[src/rtl/line_clear_if.sv]
// Board-RAM port and control/status bundle between line_clear and its host.
// dbg_state mirrors the controller FSM state for checkers and debug.
interface line_clear_if #(
    parameter int COLOUR_W = 6
);
    logic                start;
    logic [COLOUR_W-1:0] ram_Q;
    logic [7:0]          ram_addr;
    logic [COLOUR_W-1:0] ram_data;
    logic                ram_wren;
    logic                busy;
    logic                done;
    logic [4:0]          lines;
    logic [2:0]          dbg_state;

    // Host / RAM side: drives start and read data, observes everything else.
    modport master (
        output start, ram_Q,
        input  ram_addr, ram_data, ram_wren, busy, done, lines, dbg_state
    );

    modport slave (
        input  start, ram_Q,
        output ram_addr, ram_data, ram_wren, busy, done, lines, dbg_state
    );
endinterface

[src/rtl/line_clear.sv]
// Removes every full row from the board RAM, shifting the rows above it down,
// and reports how many rows were removed.
module line_clear #(
    parameter int BOARD_W  = 10,
    parameter int BOARD_H  = 24,
    parameter int COLOUR_W = 6
) (
    input  logic         clk,
    input  logic         resetn,
    line_clear_if.slave  bus
);
    localparam int XW = $clog2(BOARD_W);
    localparam int YW = $clog2(BOARD_H);
    localparam logic [XW-1:0] X_LAST   = XW'(BOARD_W - 1);
    localparam logic [YW-1:0] ROW_LAST = YW'(BOARD_H - 1);

    typedef enum logic [2:0] {
        ST_IDLE     = 3'd0,
        ST_SCAN_RD  = 3'd1,
        ST_SCAN_CHK = 3'd2,
        ST_SHIFT_RD = 3'd3,
        ST_SHIFT_WR = 3'd4,
        ST_CLR_TOP  = 3'd5,
        ST_DONE     = 3'd6
    } state_t;

    state_t        r_state, w_state_nxt;
    logic [YW-1:0] r_row, w_row_nxt;
    logic [YW-1:0] r_sr, w_sr_nxt;
    logic [XW-1:0] r_x, w_x_nxt;
    logic [4:0]    r_lines, w_lines_nxt;

    logic [YW-1:0]       w_addr_y;
    logic [XW-1:0]       w_addr_x;
    logic [COLOUR_W-1:0] w_wdata;
    logic                w_wren;

    always_ff @(posedge clk or negedge resetn) begin
        if (!resetn) begin
            r_state <= ST_IDLE;
            r_row   <= '0;
            r_sr    <= '0;
            r_x     <= '0;
            r_lines <= '0;
        end else begin
            r_state <= w_state_nxt;
            r_row   <= w_row_nxt;
            r_sr    <= w_sr_nxt;
            r_x     <= w_x_nxt;
            r_lines <= w_lines_nxt;
        end
    end

    always_comb begin
        w_state_nxt = r_state;
        w_row_nxt   = r_row;
        w_sr_nxt    = r_sr;
        w_x_nxt     = r_x;
        w_lines_nxt = r_lines;
        case (r_state)
            ST_IDLE: begin
                if (bus.start) begin
                    w_row_nxt   = ROW_LAST;
                    w_x_nxt     = '0;
                    w_lines_nxt = '0;
                    w_state_nxt = ST_SCAN_RD;
                end
            end
            ST_SCAN_RD: w_state_nxt = ST_SCAN_CHK;
            ST_SCAN_CHK: begin
                if (bus.ram_Q == '0) begin
                    w_x_nxt = '0;
                    if (r_row == '0) begin
                        w_state_nxt = ST_DONE;
                    end else begin
                        w_row_nxt   = r_row - 1'b1;
                        w_state_nxt = ST_SCAN_RD;
                    end
                end else if (r_x != X_LAST) begin
                    w_x_nxt     = r_x + 1'b1;
                    w_state_nxt = ST_SCAN_RD;
                end else begin
                    // Row is full: count it and start moving everything above down.
                    if (r_lines != 5'd31) w_lines_nxt = r_lines + 1'b1;
                    w_sr_nxt    = r_row;
                    w_x_nxt     = '0;
                    w_state_nxt = (r_row != '0) ? ST_SHIFT_RD : ST_CLR_TOP;
                end
            end
            ST_SHIFT_RD: w_state_nxt = ST_SHIFT_WR;
            ST_SHIFT_WR: begin
                if (r_x != X_LAST) begin
                    w_x_nxt     = r_x + 1'b1;
                    w_state_nxt = ST_SHIFT_RD;
                end else begin
                    w_x_nxt = '0;
                    if (r_sr > YW'(1)) begin
                        w_sr_nxt    = r_sr - 1'b1;
                        w_state_nxt = ST_SHIFT_RD;
                    end else begin
                        w_state_nxt = ST_CLR_TOP;
                    end
                end
            end
            ST_CLR_TOP: begin
                // r_row is untouched here, so the same row is rescanned afterwards.
                if (r_x == X_LAST) begin
                    w_x_nxt     = '0;
                    w_state_nxt = ST_SCAN_RD;
                end else begin
                    w_x_nxt = r_x + 1'b1;
                end
            end
            ST_DONE: w_state_nxt = ST_IDLE;
            default: w_state_nxt = ST_IDLE;
        endcase
    end

    always_comb begin
        w_addr_y = '0;
        w_addr_x = '0;
        w_wdata  = '0;
        w_wren   = 1'b0;
        case (r_state)
            ST_SCAN_RD: begin
                w_addr_y = r_row;
                w_addr_x = r_x;
            end
            ST_SHIFT_RD: begin
                w_addr_y = r_sr - 1'b1;
                w_addr_x = r_x;
            end
            ST_SHIFT_WR: begin
                w_addr_y = r_sr;
                w_addr_x = r_x;
                w_wdata  = bus.ram_Q;
                w_wren   = 1'b1;
            end
            ST_CLR_TOP: begin
                w_addr_x = r_x;
                w_wren   = 1'b1;
            end
            default: begin
                w_addr_y = '0;
            end
        endcase
    end

    assign bus.ram_addr  = (8'(w_addr_y) * 8'(BOARD_W)) + 8'(w_addr_x);
    assign bus.ram_data  = w_wdata;
    assign bus.ram_wren  = w_wren;
    assign bus.busy      = (r_state != ST_IDLE);
    assign bus.done      = (r_state == ST_DONE);
    assign bus.lines     = r_lines;
    assign bus.dbg_state = r_state;
endmodule

[src/flat_wrapper.sv]
// flat-port wrapper written by rule: the top's interface ports become plain ports
module line_clear_flat 
#(
    parameter int BOARD_W  = 10,
    parameter int BOARD_H  = 24,
    parameter int COLOUR_W = 6
)
  (clk, resetn, bus_start, bus_ram_Q, bus_ram_addr, bus_ram_data, bus_ram_wren, bus_busy, bus_done, bus_lines, bus_dbg_state);
  line_clear_if #(.COLOUR_W(COLOUR_W)) bus_i ();
  input  logic clk;
  input  logic resetn;
  input wire logic [$bits(bus_i.start)-1:0] bus_start;
  input wire logic [$bits(bus_i.ram_Q)-1:0] bus_ram_Q;
  output wire logic [$bits(bus_i.ram_addr)-1:0] bus_ram_addr;
  output wire logic [$bits(bus_i.ram_data)-1:0] bus_ram_data;
  output wire logic [$bits(bus_i.ram_wren)-1:0] bus_ram_wren;
  output wire logic [$bits(bus_i.busy)-1:0] bus_busy;
  output wire logic [$bits(bus_i.done)-1:0] bus_done;
  output wire logic [$bits(bus_i.lines)-1:0] bus_lines;
  output wire logic [$bits(bus_i.dbg_state)-1:0] bus_dbg_state;
  assign bus_i.start = bus_start;
  assign bus_i.ram_Q = bus_ram_Q;
  assign bus_ram_addr = bus_i.ram_addr;
  assign bus_ram_data = bus_i.ram_data;
  assign bus_ram_wren = bus_i.ram_wren;
  assign bus_busy = bus_i.busy;
  assign bus_done = bus_i.done;
  assign bus_lines = bus_i.lines;
  assign bus_dbg_state = bus_i.dbg_state;
  line_clear #(.BOARD_W(BOARD_W), .BOARD_H(BOARD_H), .COLOUR_W(COLOUR_W)) u_core (.clk(clk), .resetn(resetn), .bus(bus_i));
endmodule
[config.mk]
export PLATFORM = sky130hd
export DESIGN_NAME = line_clear_flat
export DESIGN_NICKNAME = d
export VERILOG_FILES = /design/src/rtl/line_clear_if.sv /design/src/rtl/line_clear.sv /design/src/flat_wrapper.sv
export SDC_FILE = /design/constraint.sdc
export NUM_CORES = 1
export LEC_CHECK = 0
export BUFFER_PORTS_ARGS = -buffer_cell sky130_fd_sc_hd__buf_2
export CAP_MARGIN = 20
export CORE_MARGIN = 10
export CORE_UTILIZATION = 30
export CTS_CLUSTER_SIZE = 24
export DETAILED_ROUTE_END_ITERATION = 8
export PLACE_DENSITY = 0.51
export SETUP_SLACK_MARGIN = 0.4
export SYNTH_ARGS = -nofsm -noshare
export SYNTH_HDL_FRONTEND = slang
export SYNTH_SLANG_ARGS = --single-unit
[constraint.sdc]
create_clock -name clk -period 5.8 [get_ports clk]
set_input_delay 0 -clock clk [delete_from_list [all_inputs] [get_ports clk]]
set_output_delay 0 -clock clk [all_outputs]
set_load 0.02 [all_outputs]
==> results of run 1 <==
[per-layer routing]
layer | GRT usage, % | wire, um
met5 | 0 | 0
met4 | 1.213 | 44
met3 | 3.159 | 266
met2 | 14.63 | 2128
met1 | 12.70 | 2287
[synthesized netlist by cell type (all sizes together) (2+ instances only)]
| cell type | instances |
|---|---|
| a21o | 4 |
| a21oi | 16 |
| a22o | 2 |
| a31oi | 3 |
| and2 | 10 |
| and3 | 4 |
| clkbuf | 7 |
| dfrtp | 22 |
| fa | 2 |
| ha | 16 |
| inv | 8 |
| mux2 | 3 |
| mux2i | 4 |
| nand2 | 19 |
| nand2b | 2 |
| nand3 | 5 |
| nand4b | 2 |
| nor2 | 13 |
| nor2b | 3 |
| nor3 | 5 |
| nor3b | 6 |
| o211ai | 4 |
| o21a | 2 |
| o21ai | 15 |
| o2bb2ai | 3 |
| or3b | 2 |
| xnor2 | 8 |
[final cells by class]
class,instances,area share (%)
repair buffers,35,8.085
clock buffers,3,1.853
multi-input cells,175,58.17
flip-flops and latches,22,24.71
clock inverters,1,1.348
well taps,77,4.323
inverters,9,1.516
[cells by family (layout without fill, tap and decap cells)]
| group | after synthesis | after routing |
|---|---|---|
| simple gates | 80 | 80 |
| fa+ha+maj | 18 | 18 |
| flops | 22 | 22 |
| xor+xnor | 9 | 9 |
| mux | 7 | 7 |
| buf+inv | 17 | 48 |
| compound gates | 61 | 61 |
[flip-flops by register name (all words and copies together), names as in the netlist]
name / count
u_core.r_row: 5
u_core.r_x: 4
u_core.bus.dbg_state: 3
u_core.r_sr: 5
u_core.bus.lines: 5
[power by group]
part | switching, mW | internal [mW] | leakage [nW]
registers | 0.0629 | 0.184 | 0.276
clock network | 0.0543 | 0.0923 | 0.0357
logic | 0.350 | 0.222 | 0.778
total | 0.467 | 0.498 | 1.09
[through the flow]
| step | utilization (%) | cells | hold WS, ns | setup slack, ns |
|---|---|---|---|---|
| final | 35.50 | 322 | 0.2202 | 1.998 |
| after global routing | 35.50 | 322 | 0.2393 | 1.682 |
| after global placement | 34.12 | 316 | 0.01736 | 2.380 |
| after floorplan | - | 214 | -0.2956 | 2.385 |
| after CTS | 35.42 | 321 | 0.2103 | 1.954 |
| after detailed placement | 34.12 | 316 | 0.01549 | 2.257 |
[tightest hold or removal path: stages]
cell	delay, ns
buf_2	0.10
o21ba_2	0.14
o21a_1	0.13
o22ai_1	0.08
[final timing paths]
kind                                    startpoint                       to  cells after the start
max                        u_core.bus.dbg_state[1]          bus_ram_addr[7]                     10
min                                      bus_start            u_core.r_x[1]                      4
max reg2reg                u_core.bus.dbg_state[1]      u_core.bus.lines[2]                      4
min reg2reg                    u_core.bus.lines[4]      u_core.bus.lines[4]                      2
max in group asynchronous                   resetn  u_core.bus.dbg_state[2]                      2
min in group asynchronous                   resetn      u_core.bus.lines[0]                      2
==> impl_results.md, run 1 <==
* Clock buffer count from CTS at 3
* Max Root-Sink Buffers at 2
* Layout overhead on the synthesized area at 16.41%
* Cells after Synth at 214
* Commonest non-fill, non-tap cells in the layout: buf_2, dfrtp_1, nand2_1, ha_1, a21oi_1
* Worst VDD drop at 240.6 uV
* Net count after synthesis at 241
* Global-route wire length before repair at 8017 um
* Compound-cell area share of the yosys netlist at 23.07%
* Number of DRC violations after detailed routing at 0
* Fraction of synthesized area in multiplexers at 3.856%
* Ratio of cells with drive above 1 in the final layout at 22.04%
* Final instance area at 0.002228 mm2
* Horizontal die dimension at 99.88 um
* Critical-path maximum fanout at 19
* Worst-skew pair later-pin latency at 0.27 ns
* Area of placed instances at 0.002142 mm2
* Final worst clock skew at 0.001900 ns
* Per-cell routed wire length at 14.68 um
* Footprint of the multi-input gates at 0.001296 mm2
* Total GRT Usage at 9.446%
* Count of buffering cells on the critical path with inverters included at 1
* Adder-Cell Fraction of Synth Area at 12.55%
* Worst Setup End Kind: output port
* Chip height at 99.88 um
* Max-cap violations at 0
* Most used DFF post-synth: dfrtp_1
* Req. time, crit path at 5.80 ns
* Setup TNS at 0 ns
* Clock tree sinks at 22
* Storage element area at 550.5 um2
* Max-slew headroom at 53.70%
* Area enclosed by the die boundary at 0.009976 mm2
* Standard-cell rows at 29
* Residual overflow from global routing at 0
* Power per unit of standard cell area at 433.3 mW/mm2
* Run status: finished clean
* Slew @ Worst Pin at 0.6892 ns
* Number of antenna violations at the first check in global routing at 0
* Hold violation count in the final report at 0
* Number of global-route vias before repair at 1618
* Proportion of synthesized chip area in sequential cells at 28.76%
* GPL Wtd Cong at 0.7624
* Cells traversed along the worst timing path: or3b_2, o21ai_0, ha_1, ha_1, fa_1, xnor2_1, nand4b_1, xnor2_1, xnor2_1, buf_2
* Number of enable-type register cells in the synthesized netlist at 0
* Leakage power at 1.090 nW
* Hold Crit Class: input pin to register
* Setup slack of the worst register-to-register path at 3.62 ns
* Post-detailed-route count of antenna-violating nets at 0
* Post-CTS setup repair buffer count at 0
* Crit path arrival time at 3.80 ns
* CP Launch Type: register
* HPWL Detailed at 3827 um
* Highest clock rate at 263.0 MHz
* RSZ-0062 raised after global routing: false
* Sum of routed wire length over all layers at 4727 um
* Hold bufs inserted after CTS at 1
* Most area-hungry cell type in the Yosys netlist: dfrtp_1
* Distinct cell type count of the synthesized netlist at 55
* Mean instance size in the synthesized netlist at 8.945 um2
* Final-report max-slew violation count at 0
* Number of H-tree branching levels at 1
* Initial Utilization at 30.50%
* Root buffer cell: clkbuf_8
* Final-report setup violation count at 0
* Antenna Diode Count at 0
* Detailed-route via count at 1672
* Ports at 34
* PnR Total Power at 965.5 uW
* Post-synthesis simple-gate area fraction at 24.12%
* Clock slew seen by the registers of the worst setup and hold paths at 0.09 ns
* Delay contributed by the slowest stage of the critical path at 0.66 ns
* Startpoint-to-endpoint class of the critical path: register to output port
* DR vias/cell at 5.193
* Fraction of synthesized cell area in xor and xnor cells at 4.118%
* Largest cells by area after synthesis: dfrtp_1, ha_1, a21oi_1
* Maximum number of pins on one net before global-route repair at 23
* Resize count post-CTS at 0
* Fraction of synthesis flops using an asynchronous set or reset pin at 100.0%
* Post-synth top area share at 28.76%
* Number of nets in the layout at 273
* Filler Cells Inserted at 640
* Largest family of logic cells by synthesized area: simple AND/OR/NAND/NOR gates
* Slowest CP cell: or3b_2
* Total of flip-flops plus latches after synthesis at 22
* Kind of cell adding the most delay to the critical path: adder cells
* Cell area after synthesis at 0.001914 mm2
* DRT Pass-1 Iters at 4
* CORE AREA at 0.006277 mm2
* Most Frequent Cell on Critical Path: xnor2_1
* Count of port buffers added during placement at 33
* Minimum period implied by the final worst setup slack at 3.802 ns
* Count of warnings emitted by yosys at 0
* Fraction of the cycle the final worst path needs at 65.55%
* Leading cell type in the layout, fill and taps excluded: buf_2
* Drt first-iter violations at 117
* Clock tree from TritonCTS: done
No activity file was read; power rests on OpenSTA's default activity.
==> run 2: changes to the inputs <==
--- a/config.mk
+++ b/config.mk
@@ -5,13 +5,14 @@
 export SDC_FILE = /design/constraint.sdc
 export NUM_CORES = 1
 export LEC_CHECK = 0
+export ABC_AREA = 1
 export BUFFER_PORTS_ARGS = -buffer_cell sky130_fd_sc_hd__buf_2
 export CAP_MARGIN = 20
 export CORE_MARGIN = 10
 export CORE_UTILIZATION = 30
 export CTS_CLUSTER_SIZE = 24
 export DETAILED_ROUTE_END_ITERATION = 8
-export PLACE_DENSITY = 0.51
+export PLACE_DENSITY = 0.53
 export SETUP_SLACK_MARGIN = 0.4
 export SYNTH_ARGS = -nofsm -noshare
 export SYNTH_HDL_FRONTEND = slang
==> constraint.sdc (replaced) <==
create_clock -name clk -period 3.2 [get_ports clk]
set_input_delay 0 -clock clk [delete_from_list [all_inputs] [get_ports clk]]
set_output_delay 0 -clock clk [all_outputs]
set_load 0.02 [all_outputs]
==> run 2 against run 1 <==
  * Sequential power rose by 110%
  * Cell count rose by 36%
  * Combinational power rose to 4.3 times the previous value
  * Synthesized area rose by 4.6%
  * Clock skew barely moved
==> impl_results.md, run 2 <==
* Commonest non-fill, non-tap cells in the layout: nand2_1, nand3_1, inv_1, buf_2, buf_4 (was buf_2, dfrtp_1, nand2_1, ha_1, a21oi_1)
* Internal power at 1.605 mW (was 498.4 uW)
* Count of placed standard cells in the final layout, fillers left out at 439 (was 322)
* Number of global-route vias before repair at 2035 (was 1618)
* Layout overhead on the synthesized area at 42.35% (was 16.41%)
* Largest cells by area after synthesis: dfrtp_1, nand2_1, ha_1 (was dfrtp_1, ha_1, a21oi_1)
* Top cell types by occurrence after synthesis: nand2_1, inv_1, nand3_1 (was dfrtp_1, nand2_1, ha_1)
* Drt first-iter violations at 169 (was 117)
* Number of H-tree branching levels at 1 (unchanged)
* Number of DRC violations after detailed routing at 0 (unchanged)
* Power per unit of standard cell area at 1122 mW/mm2 (was 433.3 mW/mm2)
* Antenna Diode Count at 0 (unchanged)
* Slew @ Worst Pin at 0.5270 ns (was 0.6892 ns)
* Mean instance size in the synthesized netlist at 7.053 um2 (was 8.945 um2)
* Post-synth top area share at 27.48% (was 28.76%)
* Most frequent cell after synthesis: nand2_1 (was dfrtp_1)
* Max-slew headroom at 64.87% (was 53.70%)
* Max Root-Sink Buffers at 2 (unchanged)
* Number of enable-type register cells in the synthesized netlist at 0 (unchanged)
* Clock tree sinks at 22 (unchanged)
* Area enclosed by the die boundary at 0.01035 mm2 (was 0.009976 mm2)
* Clock buffer count from CTS at 3 (unchanged)
* HPWL Detailed at 4152 um (was 3827 um)
* Fraction of power spent switching nets at 49.83% (was 48.38%)
* Most area-hungry cell type in the Yosys netlist: dfrtp_1 (unchanged)
* Sum of routed wire length over all layers at 6441 um (was 4727 um)
* Cell area after synthesis at 0.002003 mm2 (was 0.001914 mm2)
* Highest clock rate at 344.5 MHz
* Switching component of the power at 1.594 mW (was 467.0 uW)
* Req. time, crit path at 3.20 ns (was 5.80 ns)
* Count of port buffers added during placement at 33 (unchanged)
* Distinct cell type count of the synthesized netlist at 33 (was 55)
* CORE AREA at 0.006422 mm2 (was 0.006277 mm2)
* Clock tree from TritonCTS: done (unchanged)
* Filler Cells Inserted at 636 (was 640)
* Worst VDD drop at 320.3 uV (was 240.6 uV)
* Worst Setup End Kind: output port (unchanged)
* Final worst-path setup slack at 0.2970 ns (was 1.998 ns)
* Run status: finished clean (unchanged)
* Final core utilization at 44.40% (was 35.50%)
* RSZ-0062 raised after global routing: true (was false)
* Root buffer cell: clkbuf_8 (unchanged)
* Cells after Synth at 284 (was 214)
* Chip height at 101.7 um (was 99.88 um)
* Final-report setup violation count at 0 (unchanged)
* Number of nets in the layout at 390 (was 273)
* Max-cap violations at 0 (unchanged)
* Horizontal die dimension at 101.7 um (was 99.88 um)
* Clock power share at 6.6% (was 15.2%)
* Per-cell routed wire length at 14.67 um (was 14.68 um)
* Setup WS pre-CTS at 0.3611 ns (was 2.257 ns)
* Ports at 34 (unchanged)
* Setup TNS at 0 ns (unchanged)
* Hold violation count in the final report at 0 (unchanged)
* Standard-cell rows at 29 (unchanged)
* Net count after synthesis at 311 (was 241)
* PnR Total Power at 3.199 mW (was 965.5 uW)
* Share of total power in sequential cells at 16.3% (was 25.6%)
* CP Launch Type: register (unchanged)
* DR vias/cell at 4.929 (was 5.193)
* DRT Pass-1 Iters at 4 (unchanged)
* Number of antenna violations at the first check in global routing at 0 (unchanged)
* Final-report max-slew violation count at 0 (unchanged)
* Final worst clock skew at 0.001755 ns (was 0.001900 ns)
* Fraction of synthesis flops using an asynchronous set or reset pin at 100.0% (unchanged)
* Fraction of the cycle the final worst path needs at 90.72%
* Global-route wire length before repair at 9770 um (was 8017 um)
* Total GRT Usage at 11.41% (was 9.446%)
* Crit path arrival time at 2.90 ns (was 3.80 ns)
* GPL Wtd Cong at 0.8432 (was 0.7624)
* Detailed-route via count at 2164 (was 1672)
* Worst-skew pair later-pin latency at 0.27 ns (about the same)
* Maximum number of pins on one net before global-route repair at 23 (unchanged)
* Startpoint-to-endpoint class of the critical path: register to output port (unchanged)
* Minimum period implied by the final worst setup slack at 2.903 ns
* Hold Crit Class: input pin to register (unchanged)
* Total of flip-flops plus latches after synthesis at 22 (unchanged)
* Ratio of cells with drive above 1 in the final layout at 37.29% (was 22.04%)
* Cell Count Post-Placement at 393 (was 316)
* Leakage power at 1.471 nW (was 1.090 nW)
* Proportion of synthesized chip area in sequential cells at 27.48% (was 28.76%)
* Initial Utilization at 31.19% (was 30.50%)
* Critical-path maximum fanout at 5 (was 19)
* Leading cell type in the layout, fill and taps excluded: nand2_1 (was buf_2)
* Clock slew seen by the registers of the worst setup and hold paths at 0.09 ns (about the same)
* Most used DFF post-synth: dfrtp_1 (unchanged)
* Relative contribution of combinational cells to total power at 77.2% (was 59.2%)
* Count of warnings emitted by yosys at 0 (unchanged)
* Residual overflow from global routing at 0 (unchanged)
* Post-detailed-route count of antenna-violating nets at 0 (unchanged)
==> run 2: repair_timing <==
action,CTS,global route
hold buffers,1,0
pin swaps,11,12
resized for setup,27,28
setup endpoints to repair,4,5
setup buffers,33,8
endpoints found under the hold margin,22,0
==> run 2: final timing paths <==
| path | from | to | slack (ns) | depth (start not counted) |
|---|---|---|---|---|
| worst max register to register | u_core.bus.dbg_state[2] | u_core.bus.dbg_state[2] | 0.41 | 22 |
| worst min-delay path | bus_start | u_core.r_row[4] | 0.22 | 4 |
| worst max-delay path | u_core.bus.dbg_state[0] | bus_ram_addr[7] | 0.30 | 16 |
| worst min register to register | u_core.bus.lines[4] | u_core.bus.lines[4] | 0.53 | 2 |
| min in group asynchronous | resetn | u_core.r_sr[4] | 0.24 | 2 |
| max in group asynchronous | resetn | u_core.bus.dbg_state[1] | 2.58 | 2 |
==> run 2: worst max-delay path, stage by stage (launching register included) <==
cell and delay, ns:
dfrtp_2 0.43, inv_1 0.10, nor2_2 0.13, nand2_2 0.14
o221ai_2 0.26, ha_4 0.26, ha_4 0.16, fa_2 0.58
nand2_2 0.05, inv_2 0.06, nand4_1 0.08, nand2_1 0.08
nand2_1 0.05, nand2_1 0.05, nand2_1 0.04, inv_1 0.06
buf_6 0.11
==> run 2: cell families after synthesis <==
logic type / share of synthesized area [%]
simple gates: 38.60
buf+inv: 9.432
compound gates: 8.557
flops: 27.48
fa+ha+maj: 11.99
xor+xnor: 3.935
==> run 2: per-stage QoR <==
step / hold WS (ns) / instance area (um2)
2_1_floorplan: -0.2956 / 2003
3_3_place_gp: 0.02052 / 2250
3_5_place_dp: 0.02259 / 2250
4_1_cts: 0.2189 / 2656
5_1_grt: 0.2571 / 2851
6_report: 0.2240 / 2851
==> run 2: area by class of cell <==
type | count | area, um2 | area share [%]
tap | 77 | 96.34 | 3.379
timing repair buffer | 77 | 581.8 | 20.40
clock buffer | 4 | 55.05 | 1.931
sequential | 22 | 556.8 | 19.53
inverter | 41 | 166.4 | 5.836
multi-input combinational | 218 | 1395 | 48.93
==> run 2: per-layer routing <==
layer  GRT usage [%]  up-vias  share of wire, %
li1                -     1063                 -
met1           14.53     1002                43
met3           1.634       18               6.1
met4           2.970        0               3.0
met5               0        -                 0
met2           19.63       81                47
==> run 2: power by group through the flow <==
stage,logic (mW),clock network (mW),registers (mW)
2_1_floorplan,1.20,0,0.523
3_3_place_gp,1.62,0,0.522
3_5_place_dp,1.62,0,0.527
4_1_cts,2.05,0.214,0.515
5_1_grt,2.70,0.227,0.537
6_report,2.47,0.210,0.521
